## src/rtl/beamformer_sum_readout.sv

```systemverilog
// Read-side sequencer for the beamformer summed-output RAM.
// Issues credit-limited reads, absorbs the RAM read latency through a tag
// pipeline and a small skid FIFO, and streams samples over ready/valid.
// Also tracks the peak |sample| and its index for each completed frame.

module beamformer_sum_readout_chk #(
  parameter int CW         = 4,
  parameter int FIFO_DEPTH = 4
) (
  input  logic          clk,
  input  logic          rst,
  input  logic          push,
  input  logic [CW-1:0] occ
);
  // A capture into a full FIFO would silently drop a returning sample.
  a_no_overflow: assert property (@(posedge clk) disable iff (rst)
    !(push && (occ == CW'(FIFO_DEPTH))));
endmodule

module beamformer_sum_readout #(
  parameter int ADDR_W     = 10,
  parameter int RD_LATENCY = 2,
  parameter int FIFO_DEPTH = 4
) (
  input  logic              clk,
  input  logic              rst,
  input  logic              start,
  input  logic [ADDR_W:0]   frame_len,
  output logic [ADDR_W-1:0] sumout_address,
  output logic              sumouten,
  input  logic [31:0]       output_value,
  output logic [31:0]       m_data,
  output logic              m_valid,
  input  logic              m_ready,
  output logic              m_last,
  output logic              busy,
  output logic              done,
  output logic [31:0]       peak_mag,
  output logic [ADDR_W-1:0] peak_idx
);
  localparam int LW = ADDR_W + 1;
  localparam int PW = (FIFO_DEPTH > 1) ? $clog2(FIFO_DEPTH) : 1;
  localparam int CW = $clog2(FIFO_DEPTH + RD_LATENCY + 2) + 1;
  localparam logic [LW-1:0] MAX_LEN  = {1'b1, {ADDR_W{1'b0}}};
  localparam logic [CW-1:0] DEPTH_C  = CW'(FIFO_DEPTH);
  localparam logic [PW-1:0] LAST_PTR = PW'(FIFO_DEPTH - 1);

  typedef enum logic [1:0] {
    IDLE   = 2'd0,
    ISSUE  = 2'd1,
    DRAIN  = 2'd2,
    FINISH = 2'd3
  } state_t;

  state_t                state_r;
  logic [LW-1:0]         len_r;
  logic [LW-1:0]         rd_cnt_r;
  logic [LW-1:0]         push_idx_r;
  logic [RD_LATENCY-1:0] tag_r;
  logic [CW-1:0]         inflight_r;
  logic [CW-1:0]         occ_r;
  logic [PW-1:0]         wr_ptr_r;
  logic [PW-1:0]         rd_ptr_r;
  logic [31:0]           data_mem_r [FIFO_DEPTH];
  logic                  last_mem_r [FIFO_DEPTH];
  logic [31:0]           run_max_r;
  logic [ADDR_W-1:0]     run_idx_r;

  logic                  push_s;
  logic                  pop_s;
  logic                  head_last_s;
  logic                  accept_s;
  logic                  credit_s;
  logic                  issue_last_s;
  logic                  push_last_s;
  logic [LW-1:0]         clamp_len_s;
  logic [31:0]           sample_abs_s;

  // Unsigned magnitude; the most negative value maps to 0x80000000.
  function automatic logic [31:0] abs32(input logic [31:0] x);
    logic [31:0] r;
    if (x[31]) r = ~x + 32'd1;
    else       r = x;
    return r;
  endfunction

  function automatic logic [PW-1:0] ptr_inc(input logic [PW-1:0] p);
    logic [PW-1:0] r;
    if (p == LAST_PTR) r = {PW{1'b0}};
    else               r = p + PW'(1);
    return r;
  endfunction

  assign m_valid = (occ_r != {CW{1'b0}});
  assign m_data  = m_valid ? data_mem_r[rd_ptr_r] : 32'd0;
  assign m_last  = m_valid ? last_mem_r[rd_ptr_r] : 1'b0;

  // Handshake, credit and length decode for this cycle.
  always_comb begin
    push_s       = tag_r[RD_LATENCY-1];
    pop_s        = m_valid && m_ready;
    head_last_s  = last_mem_r[rd_ptr_r];
    sample_abs_s = abs32(output_value);
    accept_s     = start && (state_r == IDLE) && !done;
    issue_last_s = (rd_cnt_r == len_r - LW'(1));
    push_last_s  = (push_idx_r == len_r - LW'(1));
    // sumouten is registered, so the read being presented now already
    // counts against credit and a pop this cycle frees one slot early.
    credit_s = (occ_r + inflight_r + CW'(sumouten)) < (DEPTH_C + CW'(pop_s));
    if (frame_len > MAX_LEN) clamp_len_s = MAX_LEN;
    else                     clamp_len_s = frame_len;
  end

  // Frame sequencer: issues reads, waits for the last transfer, commits peak.
  always_ff @(posedge clk) begin
    if (rst) begin
      state_r        <= IDLE;
      len_r          <= {LW{1'b0}};
      rd_cnt_r       <= {LW{1'b0}};
      sumouten       <= 1'b0;
      sumout_address <= {ADDR_W{1'b0}};
      busy           <= 1'b0;
      done           <= 1'b0;
      peak_mag       <= 32'd0;
      peak_idx       <= {ADDR_W{1'b0}};
    end else begin
      done     <= 1'b0;
      sumouten <= 1'b0;
      case (state_r)
        IDLE: begin
          if (accept_s) begin
            if (clamp_len_s == {LW{1'b0}}) begin
              done <= 1'b1;
            end else begin
              // First read goes out on the accepting edge.
              len_r          <= clamp_len_s;
              busy           <= 1'b1;
              sumouten       <= 1'b1;
              sumout_address <= {ADDR_W{1'b0}};
              rd_cnt_r       <= LW'(1);
              if (clamp_len_s == LW'(1)) state_r <= DRAIN;
              else                       state_r <= ISSUE;
            end
          end
        end
        ISSUE: begin
          if (credit_s) begin
            sumouten       <= 1'b1;
            sumout_address <= rd_cnt_r[ADDR_W-1:0];
            rd_cnt_r       <= rd_cnt_r + LW'(1);
            if (issue_last_s) state_r <= DRAIN;
          end
        end
        DRAIN: begin
          // The last-flagged entry is the only one left when it transfers.
          if (pop_s && head_last_s) begin
            state_r  <= FINISH;
            done     <= 1'b1;
            peak_mag <= run_max_r;
            peak_idx <= run_idx_r;
          end
        end
        FINISH: begin
          busy    <= 1'b0;
          state_r <= IDLE;
        end
        default: state_r <= IDLE;
      endcase
    end
  end

  // Read-return tags, in-flight count and FIFO pointers/occupancy.
  always_ff @(posedge clk) begin
    if (rst) begin
      tag_r      <= {RD_LATENCY{1'b0}};
      inflight_r <= {CW{1'b0}};
      occ_r      <= {CW{1'b0}};
      wr_ptr_r   <= {PW{1'b0}};
      rd_ptr_r   <= {PW{1'b0}};
      push_idx_r <= {LW{1'b0}};
    end else begin
      tag_r[0] <= sumouten;
      for (int i = 1; i < RD_LATENCY; i++) tag_r[i] <= tag_r[i-1];
      case ({sumouten, push_s})
        2'b10:   inflight_r <= inflight_r + CW'(1);
        2'b01:   inflight_r <= inflight_r - CW'(1);
        default: inflight_r <= inflight_r;
      endcase
      case ({push_s, pop_s})
        2'b10:   occ_r <= occ_r + CW'(1);
        2'b01:   occ_r <= occ_r - CW'(1);
        default: occ_r <= occ_r;
      endcase
      if (push_s) wr_ptr_r <= ptr_inc(wr_ptr_r);
      if (pop_s)  rd_ptr_r <= ptr_inc(rd_ptr_r);
      if (accept_s)    push_idx_r <= {LW{1'b0}};
      else if (push_s) push_idx_r <= push_idx_r + LW'(1);
    end
  end

  // FIFO storage: sample plus end-of-frame flag per entry.
  always_ff @(posedge clk) begin
    if (push_s) begin
      data_mem_r[wr_ptr_r] <= output_value;
      last_mem_r[wr_ptr_r] <= push_last_s;
    end
  end

  // Running peak; strict compare keeps the earliest index on ties.
  always_ff @(posedge clk) begin
    if (rst) begin
      run_max_r <= 32'd0;
      run_idx_r <= {ADDR_W{1'b0}};
    end else if (accept_s) begin
      run_max_r <= 32'd0;
      run_idx_r <= {ADDR_W{1'b0}};
    end else if (push_s && (sample_abs_s > run_max_r)) begin
      run_max_r <= sample_abs_s;
      run_idx_r <= push_idx_r[ADDR_W-1:0];
    end
  end

  beamformer_sum_readout_chk #(.CW(CW), .FIFO_DEPTH(FIFO_DEPTH)) u_chk (
    .clk  (clk),
    .rst  (rst),
    .push (push_s),
    .occ  (occ_r)
  );

endmodule

```

## config.mk

```make
export PLATFORM = sky130hd
export DESIGN_NAME = beamformer_sum_readout
export DESIGN_NICKNAME = d
export VERILOG_FILES = /design/src/rtl/beamformer_sum_readout.sv
export SDC_FILE = /design/constraint.sdc
export NUM_CORES = 1
export LEC_CHECK = 0
export ABC_AREA = 1
export ABC_CLOCK_PERIOD_IN_PS = 4050
export CAP_MARGIN = 20
export CORE_ASPECT_RATIO = 0.9
export CORE_MARGIN = 3
export CORE_UTILIZATION = 30
export DETAILED_ROUTE_END_ITERATION = 10
export SLEW_MARGIN = 30
export SYNTH_ARGS = -nofsm -noshare
export SYNTH_HDL_FRONTEND = slang
export SYNTH_SLANG_ARGS = --single-unit
```

## constraint.sdc

```tcl
create_clock -name clk -period 4.05 [get_ports clk]
set_clock_uncertainty 0.2 [all_clocks]
set_input_delay 1.215 -clock clk [delete_from_list [all_inputs] [get_ports clk]]
set_output_delay 1.215 -clock clk [all_outputs]
set_load 0.02 [all_outputs]
```

# ---- Word-level counts from Yosys, hierarchy flattened
# Memory sizes are Yosys's and may differ from the RTL's. A register that Yosys moved wholly into a read port is not among the register bits.
# Cells that the tools add are included.
# W data, S select, Z words.
dict set report totals {
  register_bits 146
  ram_bits 132
  input_bits 47
  out_inout_bits 89
  elab_cells 113
  mem_count 2
}
# name words word_bits read_ports rd_clocked_by_memory_dff write_ports line_no
set memory_table {}
lappend memory_table {data_mem_r 4 32 1 1 1 64} ;# logic [31:0] data_mem_r [FIFO_DEPTH];
lappend memory_table {last_mem_r 4 1 1 1 1 65} ;# logic last_mem_r [FIFO_DEPTH];
dict set report classes {
  n_addsub 13
  magnitude_cmp 3
  n_eq_ne 17
  muxes 40
  bitwise 2
  n_reduce_logical 19
}
# op count
set ops {}
lappend ops {{$mux W32} 2}
lappend ops {{$mux W11} 4}
lappend ops {{$add A32 B1 Y32 const B} 1}
lappend ops {{$gt A32 B32 Y1} 1}
lappend ops {{$not A32 Y32} 1}
lappend ops {{$mux W10} 3}
lappend ops {{$mux W2} 12}
lappend ops {{$add A11 B1 Y11 const B} 2}
lappend ops {{$eq A11 B11 Y1} 2}
lappend ops {{$pmux W11 S2} 1}
lappend ops {{$pmux W10 S2} 1}
lappend ops {{$pmux W4 S2} 2}
lappend ops {{$eq A2 B2 Y1 const B} 6}
lappend ops {{$eq A11 B1 Y1 const B} 1}
lappend ops {{$gt A11 B11 Y1 const B} 1}
lappend ops {{$logic_not A11 Y1} 1}
lappend ops {{$mux W1} 11}
lappend ops {{$sub A11 B1 Y11 const B} 1}
lappend ops {{$ne A2 B2 Y1 const B} 5}
lappend ops {{$add A4 B1 Y4 const B} 2}
lappend ops {{$pmux W2 S4} 1}
lappend ops {{$reduce_bool A2 Y1} 4}
lappend ops {{$sub A4 B1 Y4 const B} 2}
lappend ops {{$eq A2 B1 Y1 const B} 3}
lappend ops {{other kinds (16)} 24}

# ---- Logic depth before layout (Yosys ltp)
dict set report depth {
  word_depth 7
  mapped_depth 22
}

# ---- Worst setup path before layout
# No wires, ideal clock.
dict set report synth_path {
  kind {input port to flip-flop}
  start {input output_value[0]}
  end {register run_max_r[20]}
  setup_ps 115
  arrival_ps 3529
  required_ps 3735
  slack_ps 206
  cell_stages 22
  path_buffers 1
  path_cell_list {inv_1 -> ha_1 -> nand2_2 -> inv_1 -> nand2_1 -> inv_1 -> nand3_1 -> xor2_1 -> nand2_1 -> o21ai_0 -> inv_1 -> ha_1 -> nand4_1 -> inv_1 -> nand3_2 -> nor4_4 -> nand2_1 -> nand2_4 -> nand2_4 -> buf_6 -> o21ai_2 -> nor2_1}
}
dict set report synth_between {
  elab_chain_len 5
}
# item line_no
set synth_lines {}
lappend synth_lines {{start, declared} 31} ;# input logic [31:0] output_value,
lappend synth_lines {{$not A32 Y32} 82} ;# if (x[31]) r = ~x + 32'd1;
lappend synth_lines {{$add A32 B1 Y32} 82}
lappend synth_lines {{$mux W32} 82}
lappend synth_lines {{named net sample_abs_s[22]} 77} ;# logic [31:0] sample_abs_s;
lappend synth_lines {{$gt A32 B32 Y1} 217} ;# end else if (push_s && (sample_abs_s > run_max_r)) begin
lappend synth_lines {{$logic_and A1 B1 Y1} 217}
lappend synth_lines {{end signal, assigned} 218} ;# run_max_r <= sample_abs_s;
lappend synth_lines {{end, declared} 66} ;# logic [31:0] run_max_r;
# The timed path passes the listed nets, and every way through them passes these cells.
# A chain may end at the register's enable or synchronous reset.

# ---- Worst setup path in the final report
dict set report layout_path {
  start {input output_value[31]}
  end {register run_max_r[25]}
}
dict set report layout_between {
  word_cells_on_any_way 5
  classes_between {add/sub (1); order compare (1); mux (1); bitwise (1); reduce/logical (1)}
}
# item line_no
set layout_rtl {}
lappend layout_rtl {{$mux W32} 82}
lappend layout_rtl {{named net sample_abs_s[29]} 77}
lappend layout_rtl {{$gt A32 B32 Y1} 217}
lappend layout_rtl {{$logic_and A1 B1 Y1} 217}
# The timed path passes the listed nets, and every way through them passes these cells.

==> metrics.yaml <==
status: "finished, final reports clean"
period_needed_ns: 3.97
die_w_um: 234
fin_area_mm2: 0.0183
synth-seq-cells: 280
critPathMostFrequentCell: "buf_4"
num_rows: 74
drt-initial-drc-count: 838
r2r_slack_ns: 1.35
clock_latency_ns: 0.59
crit_slowest_cell: "clkdlybuf4s50_1"
route.detailed.drc: 0
p_leak_uw: 0.00698
synth.mux.area_fraction_pct: 0
dp_hpwl_mm: 28.7
antenna_found_initial: 0
place_area_mm2: 0.0169
synth_xor_xnor_area_share_pct: 3.40
netlist_area_mm2: 0.0140
cts_buffer_depth: 3
die_area_mm2: 0.0494
yosysWarningCount: 0
io_pins: 136
switching_share_pct: 37.9
synth-adder-area-share_pct: 5.30
drv_cap: 0
yosys.cell_types.count: 51
cts_max_level: 1
tightest_slew_ns: 0.586
grt_usage_pct: 16.0
crit_chain: "clkdlybuf4s50_1 > buf_4 > buf_4 > o21ai_2 > xor2_2 > ha_1 > nand2_2 > buf_4 > nor4_4 > nand2_2 > nand2_8 > nand2_8 > clkbuf_16 > o21ai_2 > nor2_1"
avgSynthCellArea_um2: 8.48
die_h_um: 211
drive_gt1_share_pct: 17.1
finalSetupTns_ns: 0
ir_worst_vdd_mv: 0.311
crit_type: "in -> reg"
vias_per_cell: 4.75
layout.nets: 2010
port-buffer-count: 135
power.density_mw_per_mm2: 534
clkTransAtPathRegs_ns: 0.06
synth_top_family_by_area: "simple AND/OR/NAND/NOR gates"
root_buffer: "clkbuf_16"
wire_per_inst_um: 16.2
hold_viol_final: 0
place_congestion: 0.869
relSlewSlack_pct: 60.8
timing.hold.ws_ns: 0.204
synth_compound_area_share_pct: 13.8
pwr-share-comb_pct: 39.5
final-setup-viol-count: 0
routed-via-count: 12000
cpPeakStageDelay_ns: 0.64
gr-total-overflow: 0
path_max_fanout: 19
cts_buffers: 30
fmax_mhz: 252
clock_sinks: 280
syn_nets: 1758
grt_pass1_wl_mm: 63.0
seq_area_frac_synth_pct: 49.4
path_buf_inv: 5
first_pass_iters: 5
finalMaxSlewViolations: 0
cts_tree: "done"
synth-simple-area-share_pct: 20.1
switchingPower_uw: 3710
cp-start-kind: "input port"
grt_max_degree: 69
stdcell_count: 2534
core_area_mm2: 0.0457
synth_cells: 1654
dp.cells: 2463
area_growth_syn_to_layout_pct: 30.7
antenna_cells: 0
cp.required_ns: 4.31
arrival_ns: 4.22
grt_pass1_vias: 11500
postRouteAntennaNets: 0
crit_family: "buffers and inverters"
final_util_pct: 40.1
pwr-share-clk_pct: 26.8
routed_wl_mm: 41.0
end_kind: "flip-flop"
hp-class: "reg -> reg"
p_int_uw: 6070
seqPwrFrac_pct: 33.7
final.period_utilization_pct: 97.9
start_util_pct: 30.6
==> through the flow <==
step	setup WS (ns)	total power (uW)
2_1_floorplan	0.206	5650
3_3_place_gp	-0.766	7100
3_5_place_dp	-0.819	7140
4_1_cts	-0.0114	9830
5_1_grt	-0.0357	10400
6_report	0.0847	9790
==> layer usage <==
layer	part of all wire (%)	wire length (um)	GRT usage [%]	up-vias
met5	0	0	0	-
met4	1.3	525	2.41	0
met3	6.2	2550	2.56	40
met2	46	18900	26.3	314
met1	46	19000	22.7	5642
li1	-	-	-	6031
==> power groups by stage <==
| stage | clock (uW) | sequential, uW | combinational, uW |
|---|---|---|---|
| after detailed placement | 0 | 3350 | 3800 |
| after CTS | 2700 | 3300 | 3830 |
| after global placement | 0 | 3350 | 3750 |
| final | 2620 | 3300 | 3860 |
| after floorplan | 0 | 3340 | 2310 |
| after global routing | 2810 | 3330 | 4260 |
==> worst register-to-register path: stages (launching register included) <==
cell and delay, ns:
dfxtp_1 0.35, fa_1 0.46, inv_1 0.08, fa_1 0.40, nand2_1 0.08, nand2_1 0.07, nand2_1 0.07, nand2_1 0.06
nand2_2 0.08, inv_2 0.16, nand2_2 0.37, nand2_1 0.10, a21oi_1 0.15
==> synth_stat cells (all sizes together) <==
master,number,area share [%]
o22ai,1,0.089
a21oi,197,7.1
nor3,14,0.57
a21boi,1,0.054
o211a,1,0.071
o21ai,149,5.5
and3,1,0.045
fa,4,0.57
ha,53,4.7
clkinv,3,0.089
a221oi,1,0.062
a211oi,12,0.64
clkbuf,35,0.94
dfxtp,148,21
nor3b,3,0.20
inv,190,5.1
nand4,28,1.5
nor4,6,0.46
xor3,1,0.17
xnor2,12,0.75
nand3b,1,0.054
xor2,38,2.5
a31oi,2,0.089
o21a,2,0.11
edfxtp,132,28
nor2,260,7.5
or2,1,0.045
nand2,216,6.1
buf,40,1.9
o211ai,2,0.11
nand3,99,3.6
and2,1,0.045
==> final cells by class <==
class | instances | area (um^2)
fillers | 4643 | 27400
flip-flops and latches | 280 | 6930
multi-input cells | 1106 | 6210
repair buffers | 295 | 2740
clock buffers | 39 | 815
well taps | 608 | 761
inverters | 193 | 743
clock inverters | 13 | 114
==> path summary, 6_finish.rpt <==
| path | end | depth (start not counted) | startpoint |
|---|---|---|---|
| hold reg to reg | tag_r[1] | 2 | tag_r[0] |
| setup / recovery | run_max_r[25] | 15 | output_value[31] |
| hold / removal | tag_r[1] | 2 | tag_r[0] |
| setup reg to reg | sumout_address[0] | 12 | sumouten |
==> cells in the final DEF, fill, tap and decap left out, types with 25 or more instances in the layout <==
master,n
a21oi_1,185
buf_4,142
clkbuf_16,34
clkdlybuf4s50_1,106
dfxtp_1,146
edfxtp_1,132
ha_1,51
inv_1,173
nand2_1,197
nand3_1,92
nand4_1,26
nor2_1,221
nor2_2,25
o21ai_0,138
xor2_1,35
==> sequential cells by signal, indices dropped and copies added, names as in the netlist, 2 cells and up, named ones only <==
name,flops
occ_r,4
tag_r,2
inflight_r,4
last_mem_r,4
sumout_address,10
run_max_r,32
rd_ptr_r,2
peak_idx,10
wr_ptr_r,2
peak_mag,32
data_mem_r,128
push_idx_r,11
run_idx_r,10
state_r,2
len_r,11
rd_cnt_r,11
==> kinds of logic after synthesis <==
kind of cell,after synthesis
xor gates and xnor gates,51
DFF,280
and+or+nand+nor,630
buffers and inverters,268
adders and majority gates,57
AOI/OAI and AO/OA,368
==> repair_timing <==
action	in CTS	in global routing
cloned	0	4
hold buffers	0	0
setup endpoints to repair	75	65
setup buffers	4	11
pin swaps	3	39
resized for setup	22	100
Power figures use the tool's default switching activity.
